<file path="config.mk">
export PLATFORM = sky130hd
export DESIGN_NAME = rop_frag_serializer
export DESIGN_NICKNAME = d
export VERILOG_FILES = /design/src/rtl/rop_frag_serializer.sv
export SDC_FILE = /design/constraint.sdc
export NUM_CORES = 1
export LEC_CHECK = 0
export CAP_MARGIN = 20
export CELL_PAD_IN_SITES_DETAIL_PLACEMENT = 0
export CELL_PAD_IN_SITES_GLOBAL_PLACEMENT = 1
export CORE_UTILIZATION = 50
export DETAILED_ROUTE_END_ITERATION = 16
export PLACE_DENSITY_LB_ADDON = 0.1
export REMOVE_ABC_BUFFERS = 1
export SETUP_SLACK_MARGIN = 0.1
export SLEW_MARGIN = 20
export SYNTH_ARGS = -nofsm -noshare
export SYNTH_HDL_FRONTEND = slang
export SYNTH_SLANG_ARGS = --single-unit
export TNS_END_PERCENT = 20
</file>
<file path="constraint.sdc">
create_clock -name clk -period 11.77 [get_ports clk]
set_input_delay 2.9425 -clock clk [delete_from_list [all_inputs] [get_ports clk]]
set_output_delay 2.9425 -clock clk [all_outputs]
set_load 0.005 [all_outputs]
</file>
<file path="src/rtl/rop_frag_serializer.sv">
// Warp-to-fragment serializer feeding the ROP depth/stencil stage: buffers
// per-warp requests and emits active lanes one per cycle, lowest lane first.

module rop_frag_lane (
   input  logic rem_bit,
   input  logic lower_any,
   output logic sel,
   output logic lower_any_out
);
   assign sel           = rem_bit & ~lower_any;
   assign lower_any_out = lower_any | rem_bit;
endmodule

module rop_frag_serializer #(
   parameter int NUM_LANES  = 4,
   parameter int DIM_BITS   = 12,
   parameter int DEPTH_BITS = 24,
   parameter int QUEUE_SIZE = 4,
   parameter int LANE_BITS  = $clog2(NUM_LANES),
   parameter int CNT_BITS   = $clog2(QUEUE_SIZE + 1)
) (
   input  logic                            clk,
   input  logic                            reset_n,
   input  logic                            req_valid,
   input  logic [NUM_LANES-1:0]            req_tmask,
   input  logic [NUM_LANES*DIM_BITS-1:0]   req_pos_x,
   input  logic [NUM_LANES*DIM_BITS-1:0]   req_pos_y,
   input  logic [NUM_LANES*32-1:0]         req_color,
   input  logic [NUM_LANES*DEPTH_BITS-1:0] req_depth,
   input  logic [NUM_LANES-1:0]            req_backface,
   output logic                            req_ready,
   output logic                            frag_valid,
   output logic [DIM_BITS-1:0]             frag_pos_x,
   output logic [DIM_BITS-1:0]             frag_pos_y,
   output logic [31:0]                     frag_color,
   output logic [DEPTH_BITS-1:0]           frag_depth,
   output logic                            frag_backface,
   output logic [LANE_BITS-1:0]            frag_lane,
   output logic                            frag_last,
   input  logic                            frag_ready,
   output logic [CNT_BITS-1:0]             count,
   output logic                            empty
);
   localparam int PTR_BITS = $clog2(QUEUE_SIZE);

   typedef struct packed {
      logic [NUM_LANES-1:0]                 tmask;
      logic [NUM_LANES-1:0]                 backface;
      logic [NUM_LANES-1:0][DIM_BITS-1:0]   pos_x;
      logic [NUM_LANES-1:0][DIM_BITS-1:0]   pos_y;
      logic [NUM_LANES-1:0][31:0]           color;
      logic [NUM_LANES-1:0][DEPTH_BITS-1:0] depth;
   } entry_t;

   entry_t               mem [QUEUE_SIZE];
   entry_t               head;
   logic [PTR_BITS-1:0]  head_ptr, tail_ptr;
   logic [NUM_LANES-1:0] served, remaining, sel;
   logic [NUM_LANES:0]   lower_chain;
   logic [LANE_BITS-1:0] lane_idx;
   logic                 push, pop, frag_fire, last_raw;

   assign head      = mem[head_ptr];
   assign empty     = (count == '0);
   assign req_ready = (count != CNT_BITS'(QUEUE_SIZE));
   assign push      = req_valid & req_ready & (|req_tmask);
   assign remaining = head.tmask & ~served;

   // Lowest-set-bit pick: each lane fires only if no lower lane is still pending.
   assign lower_chain[0] = 1'b0;
   rop_frag_lane u_lane [NUM_LANES-1:0] (
      .rem_bit       (remaining),
      .lower_any     (lower_chain[NUM_LANES-1:0]),
      .sel           (sel),
      .lower_any_out (lower_chain[NUM_LANES:1])
   );

   always_comb begin
      lane_idx = '0;
      for (int i = 0; i < NUM_LANES; i++)
         if (sel[i]) lane_idx = LANE_BITS'(i);
   end

   assign last_raw      = ((remaining & (remaining - NUM_LANES'(1))) == '0);
   assign frag_valid    = !empty;
   assign frag_fire     = frag_valid & frag_ready;
   assign pop           = frag_fire & last_raw;
   assign frag_lane     = frag_valid ? lane_idx : '0;
   assign frag_last     = frag_valid & last_raw;
   assign frag_pos_x    = frag_valid ? head.pos_x[lane_idx] : '0;
   assign frag_pos_y    = frag_valid ? head.pos_y[lane_idx] : '0;
   assign frag_color    = frag_valid ? head.color[lane_idx] : '0;
   assign frag_depth    = frag_valid ? head.depth[lane_idx] : '0;
   assign frag_backface = frag_valid & head.backface[lane_idx];

   always_ff @(posedge clk) begin
      if (push) mem[tail_ptr] <= '{tmask: req_tmask, backface: req_backface,
                                    pos_x: req_pos_x, pos_y: req_pos_y,
                                    color: req_color, depth: req_depth};
   end

   always_ff @(posedge clk or negedge reset_n) begin
      if (!reset_n) begin
         head_ptr <= '0;
         tail_ptr <= '0;
         count    <= '0;
         served   <= '0;
      end else begin
         if (push) tail_ptr <= tail_ptr + PTR_BITS'(1);
         if (pop)  head_ptr <= head_ptr + PTR_BITS'(1);
         if (frag_fire) served <= last_raw ? '0 : (served | sel);
         count <= count + CNT_BITS'(push) - CNT_BITS'(pop);
      end
   end

   logic [DIM_BITS*2+32+DEPTH_BITS+LANE_BITS+1:0] frag_bus;
   assign frag_bus = {frag_pos_x, frag_pos_y, frag_color, frag_depth,
                      frag_backface, frag_lane, frag_last};

   a_head_live: assert property (@(posedge clk) disable iff (!reset_n)
      !empty |-> (head.tmask != '0) && lower_chain[NUM_LANES]);
   a_count_rng: assert property (@(posedge clk) disable iff (!reset_n)
      count <= CNT_BITS'(QUEUE_SIZE));
   a_stall:     assert property (@(posedge clk) disable iff (!reset_n)
      (frag_valid && !frag_ready) |=> (frag_valid && $stable(frag_bus)));
endmodule

</file>
==> impl_table.tex <==
\begin{tabular}{lr}
\hline
Metric & Value \\
\hline
\multicolumn{2}{l}{\textbf{Timing}} \\
Worst rel slew slack & between 10\% and 20\% \\
Min Hold Slack & 518 ps \\
Final count of hold timing violations & 0 \\
Final count of negative-setup-slack endpoints & 0 \\
RSZ-0062 raised after global routing & no \\
Aggregate negative setup slack & 0 ps \\
Max-slew violation total from the final report & 0 \\
Fin crit share & $\sim$69\% \\
Period minus WS final & 8160 ps \\
Slew @ Worst Pin & roughly 1200 ps \\
Worst clock skew & 20.8 ps \\
Slack of the critical path & 3610 ps \\
Achievable clock frequency & around 120 MHz \\
\multicolumn{2}{l}{\textbf{Worst hold path}} \\
Source of the worst hold timing path & served[0] \\
Path class of the lowest-slack min-delay path & reg -> reg \\
Worst Hold Path Cells & 2 \\
Hold EP & served[0] \\
\multicolumn{2}{l}{\textbf{Global route}} \\
Global routing usage summed across all routing layers & $\sim$22\% \\
Global-route wire length before repair & between 150000 and 200000 um \\
Number of antenna violations at the first check in global routing & 41 \\
Pin count of the biggest net entering global routing & between 150 and 200 \\
Vias in the first global route & between 20000 and 25000 \\
GRT Residual Overflow & 0 \\
\multicolumn{2}{l}{\textbf{Synth}} \\
Area share of and/or/nand/nor cells after synthesis & less than 1\% \\
Synth Instances & roughly 2100 \\
Combinational family with the most area after synthesis & multiplexers \\
Synth top area share & 79.0\% \\
Most area-consuming cells after synthesis & sky130\_fd\_sc\_hd\_\_edfxtp\_1 (79\%), sky130\_fd\_sc\_hd\_\_mux4\_2 (15\%), sky130\_fd\_sc\_hd\_\_o221ai\_1 (1.4\%) \\
Cell variety after synth & 39 \\
Arithmetic-cell share of the synthesized area counting full adders, half adders and majority gates & less than 1\% \\
Share of synthesized registers carrying an async set or reset & 0.831\% \\
Library cell with the largest summed area after synthesis & sky130\_fd\_sc\_hd\_\_edfxtp\_1 \\
Number of flops mapped to enable cells by yosys & approximately 1300 \\
Area share of xor/xnor cells in the synthesized design & less than 1\% \\
Multiplexer share of the synthesized area & around 15\% \\
Synth Area in Compound Gates & $\sim$3.6\% \\
Cell area after synthesis & approximately 50000 sq um \\
Number of storage elements in the synthesis netlist & approximately 1300 \\
Warnings from Yosys & 0 \\
Average footprint of a synthesized cell & between 20 and 25 sq um \\
Top flip-flop cell by instance count after synthesis & sky130\_fd\_sc\_hd\_\_edfxtp\_1 \\
Sequential fraction of the synthesis area & between 70\% and 80\% \\
\multicolumn{2}{l}{\textbf{Clock tree}} \\
TritonCTS clock tree & done \\
Post-CTS setup buffer count & 0 \\
Maximum count of clock buffers along a single path & 3 \\
Htree depth & 4 \\
Hold-fix buffers at CTS & 0 \\
Number of clock sinks seen by CTS & approximately 1300 \\
Clock transition at path regs & around 60 ps \\
Master cell of the clock root buffer & sky130\_fd\_sc\_hd\_\_clkbuf\_16 \\
Number of gates given a new drive strength after cts & 0 \\
TritonCTS buffer count & about 140 \\
Insertion delay of the later-clocked pin in the worst-skew pair & a little over 700 ps \\
\multicolumn{2}{l}{\textbf{Power}} \\
Power Density & between 200 and 300 nW/um\^{}2 \\
Static leakage & 18.9 nW \\
Tot Pwr & around 16 mW \\
Maximum vdd ir drop & 320 uV \\
\multicolumn{2}{l}{\textbf{Route}} \\
Count of unresolved DRC violations after routing & 0 \\
Average wire length per cell after detail routing & between 20 and 30 um \\
Detailed-route via count & about 24000 \\
Post-Route WL & 112000 um \\
Post-route ant nets & 0 \\
Violation count after the first detailed-route iteration & 1957 \\
Routed vias/inst & roughly 6 \\
Pre-antenna DRT Iters & 5 \\
\multicolumn{2}{l}{\textbf{Worst setup path}} \\
Kind of end point of the critical path & output pin \\
Startpoint-to-endpoint class of the critical path & reg -> out \\
Critical path's top delay family & buffers and inverters \\
Count of cell instances traversed by the critical path & 8 \\
R2r startpoint & head\_ptr[0] \\
Worst Reg2Reg Path Length in Cells & 14 \\
Data arrival at the endpoint of the critical path & between 5000 and 6000 ps \\
Chain of cells forming the critical path & buf\_12 > mux2\_2 > a22oi\_4 > nand2b\_4 > buf\_4 > o22ai\_1 > a21oi\_1 > clkdlybuf4s50\_1 \\
Largest fanout of any net on the critical path & 50 \\
Kind of launch point of the worst setup path & flop \\
Worst path buffer plus inverter count & 3 \\
Required time of the critical path & 8830 ps \\
CP peak stage delay & 900 ps \\
FF-to-FF setup slack & 6320 ps \\
Worst path slowest cell & sky130\_fd\_sc\_hd\_\_nand2b\_4 \\
Worst r2r dst & count[2] \\
\multicolumn{2}{l}{\textbf{Cells and area}} \\
Net count, final & $\sim$2900 \\
Fraction of final layout cells sized beyond drive strength 1 & 21.1\% \\
Fill cell instance count of the final layout & approximately 6900 \\
Finished Core Util & 60.7\% \\
Non-filler instance count after layout & 3960 \\
Most common library cell in the layout ignoring fill and taps & sky130\_fd\_sc\_hd\_\_edfxtp\_1 \\
Area growth from synthesis to layout & 20.0\% \\
Highest-count cells in the layout ignoring fill and taps & sky130\_fd\_sc\_hd\_\_edfxtp\_1 (1312), sky130\_fd\_sc\_hd\_\_clkdlybuf4s50\_1 (421), sky130\_fd\_sc\_hd\_\_mux4\_2 (324), sky130\_fd\_sc\_hd\_\_clkbuf\_16 (146), sky130\_fd\_sc\_hd\_\_a21oi\_1 (85) \\
Cell area after layout & between 50000 and 60000 sq um \\
\multicolumn{2}{l}{\textbf{Placed design}} \\
Post-placement cell count & $\sim$3700 \\
HPWL after detailed placement & around 60000 um \\
Port Buffers & roughly 420 \\
Placed cell area & roughly 55000 sq um \\
Worst slack after detailed placement & 4170 ps \\
Gpl congestion & $\sim$0.73 \\
\multicolumn{2}{l}{\textbf{Floorplanning}} \\
Placeable core region & between 90000 and 100000 sq um \\
Total I/O pin count & between 400 and 500 \\
Die width & around 320 um \\
Initial core utilization & 50.6\% \\
Die boundary height & between 300 and 400 um \\
Number of placement rows & $\sim$120 \\
Area of the die & a little over 100000 sq um \\
\multicolumn{2}{l}{\textbf{Run}} \\
MaxCap Viol Count & 0 \\
\multicolumn{2}{l}{\textbf{Run status}} \\
Outcome & complete, no violations \\
\hline
\end{tabular}
metal layers:
layer	GRT usage (%)	share of wire [%]	vias up
li1	-	-	10100
met1	30.0	41	12500
met2	36.0	50	718
met3	6.66	7.4	213
met4	6.26	1.9	62
met5	0	0.34	-
flip-flops by register name (all words and copies together) (netlist names):
signal	cells
mem	1312
head_ptr	2
served	4
tail_ptr	2
count	3
layout make-up:
cell class	instances	area (sq um)	share of cell area, %
antenna	9	22.5	0.0377
clock buffer	181	3810	6.38
clock inverter	67	517	0.864
inverter	7	26.3	0.0439
multi-input combinational	637	9530	15.9
sequential	1323	39700	66.4
tap	1287	1610	2.69
timing repair buffer	449	4590	7.68
worst max-delay path by stage:
stage / start / to / slack, ps
finish: head_ptr[0] / frag_depth[5] / 3610
global route: head_ptr[0] / frag_depth[5] / 3410
CTS: head_ptr[0] / frag_color[19] / 3370
detailed placement: head_ptr[0] / frag_color[19] / 4170
global placement: head_ptr[0] / frag_color[19] / 4180
floorplan: head_ptr[0] / frag_depth[22] / -7610
cells in the mapped netlist, drive strengths merged, types with 4 or more instances:
cell type,number
mux2,6
a21oi,86
clkbuf,36
o22ai,81
and2,5
nor2,11
dfrtp,11
o221ai,81
nand2,4
inv,7
nor2b,5
ha,6
mux4,324
buf,92
edfxtp,1312
kinds of logic after synthesis:
logic type | Yosys count
xor+xnor | 5
mux | 332
compound gates | 261
buf+inv | 135
fa+ha+maj | 7
flops | 1323
simple gates | 32
report_power, final:
group / internal [mW] / switching [mW]
combinational: 2.55 / 3.02
clock: 2.43 / 1.72
sequential: 6.16 / 0.237
worst min-delay path, stage by stage (launching register included):
cell and delay [ps]:
sky130_fd_sc_hd__dfrtp_1 350, sky130_fd_sc_hd__nor2_1 50, sky130_fd_sc_hd__nor2_1 80
(Power assumes the default switching activity.)
